$ cat src/rtl/rvvi_trace_pkg.sv
// Shared types and bounds for the RVVI retirement trace buffer.
package rvvi_trace_pkg;

  localparam int XLEN_MAX  = 64;
  localparam int DEPTH_MIN = 2;
  localparam int DEPTH_MAX = 64;

  localparam logic [31:0] CNT_MAX = 32'hFFFF_FFFF;

  typedef struct packed {
    logic [63:0]         order;
    logic [31:0]         insn;
    logic [XLEN_MAX-1:0] pc;
    logic                trap;
    logic [1:0]          mode;
  } trace_rec_t;

  typedef enum logic {
    CHK_IDLE  = 1'b0,
    CHK_TRACK = 1'b1
  } chk_state_e;

  function automatic logic [31:0] sat_inc(input logic [31:0] v);
    return (v == CNT_MAX) ? v : v + 32'd1;
  endfunction

endpackage

$ cat src/rtl/rvvi_trace_buffer_if.sv
// Producer/consumer bundle of the trace buffer: retirement input, head output and status.
interface rvvi_trace_buffer_if #(
  parameter int XLEN  = 64,
  parameter int DEPTH = 8
);
  localparam int CW = $clog2(DEPTH) + 1;

  logic            clr;
  logic            in_valid;
  logic [63:0]     in_order;
  logic [31:0]     in_insn;
  logic [XLEN-1:0] in_pc;
  logic            in_trap;
  logic [1:0]      in_mode;

  logic            out_valid;
  logic            out_ready;
  logic [63:0]     out_order;
  logic [31:0]     out_insn;
  logic [XLEN-1:0] out_pc;
  logic            out_trap;
  logic [1:0]      out_mode;

  logic [CW-1:0]   count;
  logic            overflow;
  logic            order_err;
  logic [63:0]     err_order;
  logic [31:0]     retired_cnt;
  logic [31:0]     trap_cnt;

  modport master (
    output clr, in_valid, in_order, in_insn, in_pc, in_trap, in_mode, out_ready,
    input  out_valid, out_order, out_insn, out_pc, out_trap, out_mode,
    input  count, overflow, order_err, err_order, retired_cnt, trap_cnt
  );

  modport slave (
    input  clr, in_valid, in_order, in_insn, in_pc, in_trap, in_mode, out_ready,
    output out_valid, out_order, out_insn, out_pc, out_trap, out_mode,
    output count, overflow, order_err, err_order, retired_cnt, trap_cnt
  );

endinterface

$ cat src/rtl/rvvi_trace_fifo.sv
// Generic synchronous FIFO with occupancy count; a full FIFO still accepts a write when a read
// happens in the same cycle, otherwise the write is reported as dropped.
module rvvi_trace_fifo #(
  parameter int WIDTH = 8,
  parameter int DEPTH = 8
) (
  input  logic                   clk,
  input  logic                   reset,
  input  logic                   clr_i,
  input  logic                   wr_req_i,
  input  logic [WIDTH-1:0]       wdata_i,
  input  logic                   rd_req_i,
  output logic [WIDTH-1:0]       rdata_o,
  output logic [$clog2(DEPTH):0] count_o,
  output logic                   push_o,
  output logic                   drop_o
);
  localparam int AW = $clog2(DEPTH);
  localparam logic [AW:0] FULL_CNT = (AW+1)'(DEPTH);

  logic [WIDTH-1:0] mem_q [DEPTH];
  logic [AW-1:0]    wptr_q, wptr_d, rptr_q, rptr_d;
  logic [AW:0]      count_q, count_d;
  logic             pop;

  always_comb begin
    pop    = rd_req_i && (count_q != '0) && !clr_i;
    push_o = wr_req_i && ((count_q != FULL_CNT) || pop) && !clr_i;
    drop_o = wr_req_i && !push_o && !clr_i;
  end

  // DEPTH is a power of two, so pointers wrap by plain overflow.
  always_comb begin
    wptr_d  = wptr_q;
    rptr_d  = rptr_q;
    count_d = count_q;
    if (clr_i) begin
      wptr_d  = '0;
      rptr_d  = '0;
      count_d = '0;
    end else begin
      if (push_o) wptr_d = wptr_q + AW'(1);
      if (pop)    rptr_d = rptr_q + AW'(1);
      count_d = count_q + {{AW{1'b0}}, push_o} - {{AW{1'b0}}, pop};
    end
  end

  always_ff @(posedge clk or posedge reset) begin
    if (reset) begin
      wptr_q  <= '0;
      rptr_q  <= '0;
      count_q <= '0;
    end else begin
      wptr_q  <= wptr_d;
      rptr_q  <= rptr_d;
      count_q <= count_d;
    end
  end

  always_ff @(posedge clk) begin
    if (push_o) mem_q[wptr_q] <= wdata_i;
  end

  assign rdata_o = mem_q[rptr_q];
  assign count_o = count_q;

endmodule

$ cat src/rtl/rvvi_trace_buffer.sv
// Retirement trace buffer: queues RVVI records for a coverage sampler, checks order-number
// continuity and keeps sticky error flags plus saturating retirement/trap counters.
module rvvi_trace_buffer #(
  parameter int XLEN  = 64,
  parameter int DEPTH = 8
) (
  input logic                clk,
  input logic                reset,
  rvvi_trace_buffer_if.slave bus
);
  import rvvi_trace_pkg::*;

  localparam int CW = $clog2(DEPTH) + 1;

  trace_rec_t    in_rec, head_rec;
  logic [CW-1:0] count;
  logic          push, drop, seq_err;

  chk_state_e    state_q, state_d;
  logic [63:0]   expected_q, expected_d;
  logic          overflow_q, overflow_d, order_err_q, order_err_d;
  logic [63:0]   err_order_q, err_order_d;
  logic [31:0]   retired_cnt_q, retired_cnt_d, trap_cnt_q, trap_cnt_d;

  always_comb begin
    in_rec.order = bus.in_order;
    in_rec.insn  = bus.in_insn;
    in_rec.pc    = XLEN_MAX'(bus.in_pc);
    in_rec.trap  = bus.in_trap;
    in_rec.mode  = bus.in_mode;
  end

  rvvi_trace_fifo #(
    .WIDTH($bits(trace_rec_t)),
    .DEPTH(DEPTH)
  ) u_fifo (
    .clk      (clk),
    .reset    (reset),
    .clr_i    (bus.clr),
    .wr_req_i (bus.in_valid),
    .wdata_i  (in_rec),
    .rd_req_i (bus.out_ready),
    .rdata_o  (head_rec),
    .count_o  (count),
    .push_o   (push),
    .drop_o   (drop)
  );

  always_ff @(posedge clk or posedge reset) begin
    if (reset) begin
      state_q    <= CHK_IDLE;
      expected_q <= '0;
    end else begin
      state_q    <= state_d;
      expected_q <= expected_d;
    end
  end

  // Dropped records still move the expected order, so a drop alone never raises order_err.
  always_comb begin
    state_d    = state_q;
    expected_d = expected_q;
    case (state_q)
      CHK_IDLE: begin
        if (bus.in_valid) begin
          state_d    = CHK_TRACK;
          expected_d = bus.in_order + 64'd1;
        end
      end
      CHK_TRACK: begin
        if (bus.in_valid) expected_d = bus.in_order + 64'd1;
      end
      default: state_d = CHK_IDLE;
    endcase
    if (bus.clr) begin
      state_d    = CHK_IDLE;
      expected_d = '0;
    end
  end

  always_comb begin
    seq_err = 1'b0;
    case (state_q)
      CHK_TRACK: seq_err = bus.in_valid && !bus.clr && (bus.in_order != expected_q);
      default:   seq_err = 1'b0;
    endcase
  end

  always_comb begin
    overflow_d    = overflow_q;
    order_err_d   = order_err_q;
    err_order_d   = err_order_q;
    retired_cnt_d = retired_cnt_q;
    trap_cnt_d    = trap_cnt_q;
    if (bus.clr) begin
      overflow_d    = 1'b0;
      order_err_d   = 1'b0;
      err_order_d   = '0;
      retired_cnt_d = '0;
      trap_cnt_d    = '0;
    end else begin
      if (drop) overflow_d = 1'b1;
      if (seq_err) begin
        order_err_d = 1'b1;
        if (!order_err_q) err_order_d = bus.in_order;
      end
      if (push) begin
        retired_cnt_d = sat_inc(retired_cnt_q);
        if (bus.in_trap) trap_cnt_d = sat_inc(trap_cnt_q);
      end
    end
  end

  always_ff @(posedge clk or posedge reset) begin
    if (reset) begin
      overflow_q    <= 1'b0;
      order_err_q   <= 1'b0;
      err_order_q   <= '0;
      retired_cnt_q <= '0;
      trap_cnt_q    <= '0;
    end else begin
      overflow_q    <= overflow_d;
      order_err_q   <= order_err_d;
      err_order_q   <= err_order_d;
      retired_cnt_q <= retired_cnt_d;
      trap_cnt_q    <= trap_cnt_d;
    end
  end

  assign bus.out_valid   = (count != '0);
  assign bus.out_order   = head_rec.order;
  assign bus.out_insn    = head_rec.insn;
  assign bus.out_pc      = head_rec.pc[XLEN-1:0];
  assign bus.out_trap    = head_rec.trap;
  assign bus.out_mode    = head_rec.mode;
  assign bus.count       = count;
  assign bus.overflow    = overflow_q;
  assign bus.order_err   = order_err_q;
  assign bus.err_order   = err_order_q;
  assign bus.retired_cnt = retired_cnt_q;
  assign bus.trap_cnt    = trap_cnt_q;

endmodule

$ cat src/flat_wrapper.sv
// flat-port wrapper written by rule: the top's interface ports become plain ports
module rvvi_trace_buffer_flat import rvvi_trace_pkg::*;
#(
  parameter int XLEN  = 64,
  parameter int DEPTH = 8
)
  (clk, reset, bus_clr, bus_in_valid, bus_in_order, bus_in_insn, bus_in_pc, bus_in_trap, bus_in_mode, bus_out_ready, bus_out_valid, bus_out_order, bus_out_insn, bus_out_pc, bus_out_trap, bus_out_mode, bus_count, bus_overflow, bus_order_err, bus_err_order, bus_retired_cnt, bus_trap_cnt);
  rvvi_trace_buffer_if #(.XLEN(XLEN), .DEPTH(DEPTH)) bus_i ();
  input logic clk;
  input logic reset;
  input wire logic [$bits(bus_i.clr)-1:0] bus_clr;
  input wire logic [$bits(bus_i.in_valid)-1:0] bus_in_valid;
  input wire logic [$bits(bus_i.in_order)-1:0] bus_in_order;
  input wire logic [$bits(bus_i.in_insn)-1:0] bus_in_insn;
  input wire logic [$bits(bus_i.in_pc)-1:0] bus_in_pc;
  input wire logic [$bits(bus_i.in_trap)-1:0] bus_in_trap;
  input wire logic [$bits(bus_i.in_mode)-1:0] bus_in_mode;
  input wire logic [$bits(bus_i.out_ready)-1:0] bus_out_ready;
  output wire logic [$bits(bus_i.out_valid)-1:0] bus_out_valid;
  output wire logic [$bits(bus_i.out_order)-1:0] bus_out_order;
  output wire logic [$bits(bus_i.out_insn)-1:0] bus_out_insn;
  output wire logic [$bits(bus_i.out_pc)-1:0] bus_out_pc;
  output wire logic [$bits(bus_i.out_trap)-1:0] bus_out_trap;
  output wire logic [$bits(bus_i.out_mode)-1:0] bus_out_mode;
  output wire logic [$bits(bus_i.count)-1:0] bus_count;
  output wire logic [$bits(bus_i.overflow)-1:0] bus_overflow;
  output wire logic [$bits(bus_i.order_err)-1:0] bus_order_err;
  output wire logic [$bits(bus_i.err_order)-1:0] bus_err_order;
  output wire logic [$bits(bus_i.retired_cnt)-1:0] bus_retired_cnt;
  output wire logic [$bits(bus_i.trap_cnt)-1:0] bus_trap_cnt;
  assign bus_i.clr = bus_clr;
  assign bus_i.in_valid = bus_in_valid;
  assign bus_i.in_order = bus_in_order;
  assign bus_i.in_insn = bus_in_insn;
  assign bus_i.in_pc = bus_in_pc;
  assign bus_i.in_trap = bus_in_trap;
  assign bus_i.in_mode = bus_in_mode;
  assign bus_i.out_ready = bus_out_ready;
  assign bus_out_valid = bus_i.out_valid;
  assign bus_out_order = bus_i.out_order;
  assign bus_out_insn = bus_i.out_insn;
  assign bus_out_pc = bus_i.out_pc;
  assign bus_out_trap = bus_i.out_trap;
  assign bus_out_mode = bus_i.out_mode;
  assign bus_count = bus_i.count;
  assign bus_overflow = bus_i.overflow;
  assign bus_order_err = bus_i.order_err;
  assign bus_err_order = bus_i.err_order;
  assign bus_retired_cnt = bus_i.retired_cnt;
  assign bus_trap_cnt = bus_i.trap_cnt;
  rvvi_trace_buffer #(.XLEN(XLEN), .DEPTH(DEPTH)) u_core (.clk(clk), .reset(reset), .bus(bus_i));
endmodule
$ cat config.mk
export PLATFORM = sky130hd
export DESIGN_NAME = rvvi_trace_buffer_flat
export DESIGN_NICKNAME = d
export VERILOG_FILES = /design/src/rtl/rvvi_trace_pkg.sv /design/src/rtl/rvvi_trace_buffer_if.sv /design/src/rtl/rvvi_trace_fifo.sv /design/src/rtl/rvvi_trace_buffer.sv /design/src/flat_wrapper.sv
export SDC_FILE = /design/constraint.sdc
export NUM_CORES = 2
export LEC_CHECK = 0
export BUFFER_PORTS_ARGS = -buffer_cell sky130_fd_sc_hd__buf_4
export CORE_ASPECT_RATIO = 0.75
export CORE_MARGIN = 4
export CORE_UTILIZATION = 45
export CTS_CLUSTER_SIZE = 30
export DETAILED_ROUTE_END_ITERATION = 16
export PLACE_DENSITY_LB_ADDON = 0.1
export SETUP_SLACK_MARGIN = 0.05
export SYNTH_ARGS = -nofsm -noshare
export SYNTH_HDL_FRONTEND = slang
export SYNTH_SLANG_ARGS = --single-unit
$ cat constraint.sdc
create_clock -name clk -period 38.5 [get_ports clk]
set_input_delay 1.925 -clock clk [delete_from_list [all_inputs] [get_ports clk]]
set_output_delay 1.925 -clock clk [all_outputs]
set_load 0.01 [all_outputs]
# Word-level counts from Yosys, hierarchy flattened
# Memories as Yosys holds them, arrays and structs flattened.
# Index checks and enable logic that the tools add are counted.
[classes] n_eq_ne=7 add_sub_neg=7 n_reduce_logical=21 muxes=27
[ops] op="$mux W64" n=5
[ops] op="$mux W32" n=7
[ops] op="$add A32 B1 Y32 const B" n=2
[ops] op="$add A64 B1 Y64 const B" n=1
[ops] op="$eq A32 B32 Y1 const B" n=2
[ops] op="$ne A64 B64 Y1" n=1
[ops] op="$mux W3" n=4
[ops] op="$reduce_bool A2 Y1" n=6
[ops] op="$mux W1" n=10
[ops] op="$logic_and A1 B1 Y1" n=8
[ops] op="$add A3 B1 Y3 const B" n=2
[ops] op="$ne A2 B2 Y1 const B" n=3
[ops] op="$add A4 B1 Y4" n=1
[ops] op="$mux W4" n=1
[ops] op="$ne A4 B4 Y1 const B" n=1
[ops] op="$reduce_and A2 Y1" n=2
[ops] op="$reduce_bool A4 Y1" n=1
[ops] op="$sub A4 B1 Y4" n=1
[ops] op="$reduce_and A3 Y1" n=1
[ops] op="$logic_not A1 Y1" n=2
[ops] op="$logic_or A1 B1 Y1" n=1
[totals] elab_cells=73 memories=1 ff_bits=205 ramBits=1304 out_inout_bits=298 input_bits=168
[memory_table] name="u_core.u_fifo.mem_q" depth=8 width=163 rd=1 rd_ports_with_merged_regs=0 write_ports=1 line_no="rvvi_trace_fifo.sv:21" source="logic [WIDTH-1:0] mem_q [DEPTH];"

# Depth between registers and ports, before layout
[logic_depth] word_depth=11 ltp_mapped=13

# Modules after synthesis
# From an unflattened synthesis, not the netlist that was laid out.
[hier_totals] cells_unflattened=3052 area_unflattened_um2=60450.5
[modules_own_cells] module="rvvi_trace_fifo" area_per_inst_um2=49725.2 n_inst=1 cells_per_inst=1969
[modules_own_cells] module="rvvi_trace_buffer" area_per_inst_um2=10725.3 n_inst=1 cells_per_inst=1083

# Worst setup path before layout
# No wires, ideal clock.
[synth_timing] kind="in2reg" startpoint="in bus_clr" endpoint="mem u_core.u_fifo.mem_q[4][0] (netlist bit) (enable)" cell_stages=5 path_slack_ns=22.835 setup_ns=0.919 t_arrival_ns=14.746 required_ns=37.581 cell_sequence="buf_2 > nor3b_1 > o21ai_0 > or3_1 > nor3b_1"
[synth_between] elab_chain_cells=7
[synth_lines] element="from (decl)" line_no="flat_wrapper.sv:11" source="input wire logic [$bits(bus_i.clr)-1:0] bus_clr;"
[synth_lines] element="$logic_not A1 Y1 (*)" line_no="rvvi_trace_fifo.sv:27, rvvi_trace_fifo.sv:28"
[synth_lines] element="$logic_and A1 B1 Y1" line_no="rvvi_trace_fifo.sv:27" source="pop = rd_req_i && (count_q != '0) && !clr_i;"
[synth_lines] element="$logic_or A1 B1 Y1" line_no="rvvi_trace_fifo.sv:28" source="push_o = wr_req_i && ((count_q != FULL_CNT) || pop) && !clr_i;"
[synth_lines] element="$logic_and A1 B1 Y1" line_no="rvvi_trace_fifo.sv:28"
[synth_lines] element="$logic_and A1 B1 Y1 (*)" line_no="rvvi_trace_fifo.sv:28"
[synth_lines] element="$mux W1 (*)" line_no="rvvi_trace_fifo.sv:61" source="if (push_o) mem_q[wptr_q] <= wdata_i;"
[synth_lines] element="$mux W1 (not written as such) (*)" line_no="rvvi_trace_fifo.sv:61"
[synth_lines] element="to (decl)" line_no="rvvi_trace_fifo.sv:21"
# Mark *: on every way between the ends. The rest lies on a longest branch, timed or not.

# Worst setup path in the final report
[layout_timing] startpoint="reg u_core.u_fifo.rptr_q[0]" endpoint="out bus_out_pc[55]"
[layout_between] elab_chain_cells=1
[layout_lines] element="from (decl)" line_no="rvvi_trace_fifo.sv:22" source="logic [AW-1:0] wptr_q, wptr_d, rptr_q, rptr_d;"
[layout_lines] element="from (signal assigned)" line_no="rvvi_trace_fifo.sv:55" source="rptr_q <= rptr_d;"
[layout_lines] element="$mem_v2 Z8 W163"
[layout_lines] element="to (decl)" line_no="flat_wrapper.sv:22" source="output wire logic [$bits(bus_i.out_pc)-1:0] bus_out_pc;"
# No other way between the ends.

==> flow_summary.ini <==
[worst_setup_path]
setup.worst_path.end_class = primary output
critical_path_required_ns = 36.58
critical_path.max_fanout = 50
path_class = flip-flop to primary output
cp.arrival_ns = 5.04
critical_path.reg2reg.startpoint = u_core.u_fifo.count_o[2]$_DFF_PP0_
cp-start-kind = flip-flop
worst_r2r_endpoint = u_core.u_fifo.mem_q[4][92]$_DFFE_PP_
rrSetupSlack_ns = 34.36
cp_launch_point = u_core.u_fifo.rptr_q[0]$_DFFE_PP0P_
worstRegToRegCells = 8

[place]
io_buffers = 465
dp.final_hpwl_mm = 82.9
gp_congestion = 0.791
placement.cell_area_um2 = 66000

[global_route]
globalRouteTotalUtil_pct = 20.9
grt_max_degree = 164
grt_remaining_overflow = 0
antenna_found_initial = 3
grt_pass1_wl_mm = 218
first_global_vias = 32800

[power_and_ir_drop]
maximum_vdd_drop_mv = 0.0379
p_total_w = 0.00414
p_leak_nw = 23.7
power_density_nw_per_um2 = 58.4

[layout]
layout_commonest_cell = sky130_fd_sc_hd__edfxtp_1
layout_nets = 3799
post_layout_inst_area_um2 = 70900
finalCoreUtilization_pct = 53.1
mostFrequentLayoutCells = 1304 x sky130_fd_sc_hd__edfxtp_1, 491 x sky130_fd_sc_hd__buf_4, 326 x sky130_fd_sc_hd__mux4_2, 202 x sky130_fd_sc_hd__dfrtp_1, 163 x sky130_fd_sc_hd__mux2_2
areaGrowthSynthToFinish_pct = 17.2
fraction_of_final_layout_cells_with_drive_strength_greater_than_1_pct = 33.3
filler_cell_count = 10500

[synthesis]
synth_cell_types = 56
async_set_or_reset_register_ratio_after_synthesis_pct = 13.6
syn-num-nets = 3314
syn_inst = 3134
register_bit_count_reported_by_yosys = 1509
netlist.top_cell.by_area = sky130_fd_sc_hd__edfxtp_1
synth_enable_flop_cells = 1304
synth.avg_cell_area_um2 = 19.3
yosysWarningCount = 0
dominantRegCellSynth = sky130_fd_sc_hd__edfxtp_1
synth_top_area_share_pct = 64.7
seq_area_frac_synth_pct = 73.2
post_synth_main_area_contributors = sky130_fd_sc_hd__edfxtp_1 65%, sky130_fd_sc_hd__mux4_2 12%, sky130_fd_sc_hd__dfrtp_1 8.5%
synth_area_um2 = 60500

[die]
die_height_um = 326
design.core.area_um2 = 134000
die_x_um = 431
floorplan.die_area_um2 = 140000
initial_utilization_pct = 45.3
rows = 116
ioPinCount = 466

[timing]
setup_violations = 0
final_hold_slack_ns = 0.518
final.setup.tns_ns = 0
timing.final.hold_violations = 0
rsz_0062_raised_after_global_routing = false
post_route_skew_ns = 0.0241
slew-limit-headroom_pct = 20.2
clock.fmax_ghz = 0.143
period_share_pct = 18.1
fin_crit_ns = 6.97
max_slew.worst_pin.slew_ns = 1.19
timing_max_transition_violations_final = 0

[clock_network]
numCtsBuffers = 151
cts_hold_repair.buffers = 0
clkTransAtPathRegs_ns = 0.06
cts.htree.levels = 4
cts_resized = 0
cts_tree = done
post_cts_setup_buffers = 0
clock-sinks = 1509
clock_tree.buffer_depth = 3
worstSkewPairLatency_ns = 0.78
cts.root.buffer_cell = sky130_fd_sc_hd__clkbuf_16

[detailed_routing]
detailedRoute.firstIterationViolations = 2371
post_drt_wl_per_cell_um = 26.5
route.detailed.drc = 0
finalWirelength_mm = 146
dr_total_vias = 31000
vias_per_cell = 5.61
ant_nets = 0
dr.pass1.iters = 7

[flow_run]
drv_cap = 0

[min_path]
hold_start = u_core.state_q$_DFF_PP0_
holdPathStages = 2
hp-class = flip-flop to flip-flop
min_to = u_core.state_q$_DFF_PP0_

[outcome]
status = finished, final reports clean
worst max-delay path by stage:
stage	endpoint	slack (ns)	cells past startpoint
2_1_floorplan	u_core.u_fifo.mem_q[4][0]$_DFFE_PP_	22.84	5
3_3_place_gp	bus_out_pc[34]	32.19	6
3_5_place_dp	bus_out_pc[41]	32.16	6
4_1_cts	bus_out_pc[41]	31.28	6
5_1_grt	bus_out_pc[41]	31.00	6
6_report	bus_out_pc[55]	31.53	6
layout make-up:
class	instances	area (um2)	share of cell area, %
clock buffer	191	4110	5.80
inverter	20	82.6	0.116
timing repair buffer	501	3880	5.47
clock inverter	90	816	1.15
sequential	1509	44300	62.5
multi-input combinational	1436	15500	21.9
antenna	1	2.50	0.00353
tap	1770	2210	3.12
synthesized netlist by cell type (32+ instances only):
master,number
sky130_fd_sc_hd__dfrtp_1,205
sky130_fd_sc_hd__o21ai_0,32
sky130_fd_sc_hd__buf_2,36
sky130_fd_sc_hd__nor2_1,153
sky130_fd_sc_hd__nand3_1,65
sky130_fd_sc_hd__nand2b_1,117
sky130_fd_sc_hd__a211oi_1,46
sky130_fd_sc_hd__xor2_1,111
sky130_fd_sc_hd__nand2_1,50
sky130_fd_sc_hd__mux4_2,326
sky130_fd_sc_hd__edfxtp_1,1304
sky130_fd_sc_hd__mux2i_1,60
sky130_fd_sc_hd__xnor2_1,59
sky130_fd_sc_hd__clkbuf_1,104
sky130_fd_sc_hd__nor4_1,34
sky130_fd_sc_hd__mux2_2,163
sky130_fd_sc_hd__nand4_1,35
registers in the layout (all words and copies together) (netlist names):
name                    cells
u_core.u_fifo.mem_q      1304
u_core.bus.err_order       64
u_core.expected_q          64
u_core.bus.retired_cnt     32
u_core.bus.trap_cnt        32
u_core.u_fifo.count_o       4
u_core.u_fifo.rptr_q        3
u_core.u_fifo.wptr_q        3
u_core.bus.order_err        1
u_core.bus.overflow         1
u_core.state_q              1
report_power, final:
part	total, W	switching, W	internal, W
Combinational	0.000815	0.000395	0.000420
Clock	0.00146	0.000619	0.000841
Sequential	0.00187	0.0000299	0.00184
Total	0.00414	0.00104	0.00310
worst max-delay path: stages, from the launching register on:
cell                      delay (ns)
sky130_fd_sc_hd__dfrtp_4        0.73
sky130_fd_sc_hd__buf_4          0.73
sky130_fd_sc_hd__buf_4          0.69
sky130_fd_sc_hd__buf_4          0.87
sky130_fd_sc_hd__mux4_2         0.60
sky130_fd_sc_hd__mux2_2         0.30
sky130_fd_sc_hd__buf_4          0.15
metrics by stage:
step | worst slack (ns) | instances
after floorplan | 22.84 | 3134
after global placement | 32.19 | 5236
after detailed placement | 32.16 | 5236
after CTS | 31.28 | 5517
after global routing | 31.00 | 5518
final | 31.53 | 5518
kinds of logic (layout without fill, tap and decap cells):
logic type / count (synthesis) / in the layout / synth area share [%]
buffers and inverters: 189 / 802 / 1.29
muxes: 549 / 549 / 16.2
adders and majority gates: 12 / 12 / 0.261
AOI/OAI and AO/OA: 116 / 116 / 1.32
and+or+nand+nor: 589 / 589 / 5.32
other: 0 / 1 / 0
xor gates and xnor gates: 170 / 170 / 2.46
DFF: 1509 / 1509 / 73.2
metal layers:
metal	GRT usage [%]	vias to the layer above	routed length, um
li1	-	13500	-
met1	28.9	16500	62500
met2	34.2	810	72500
met3	4.43	170	8590
met4	5.21	0	2680
met5	0	-	0
Power figures use the tool's default switching activity.
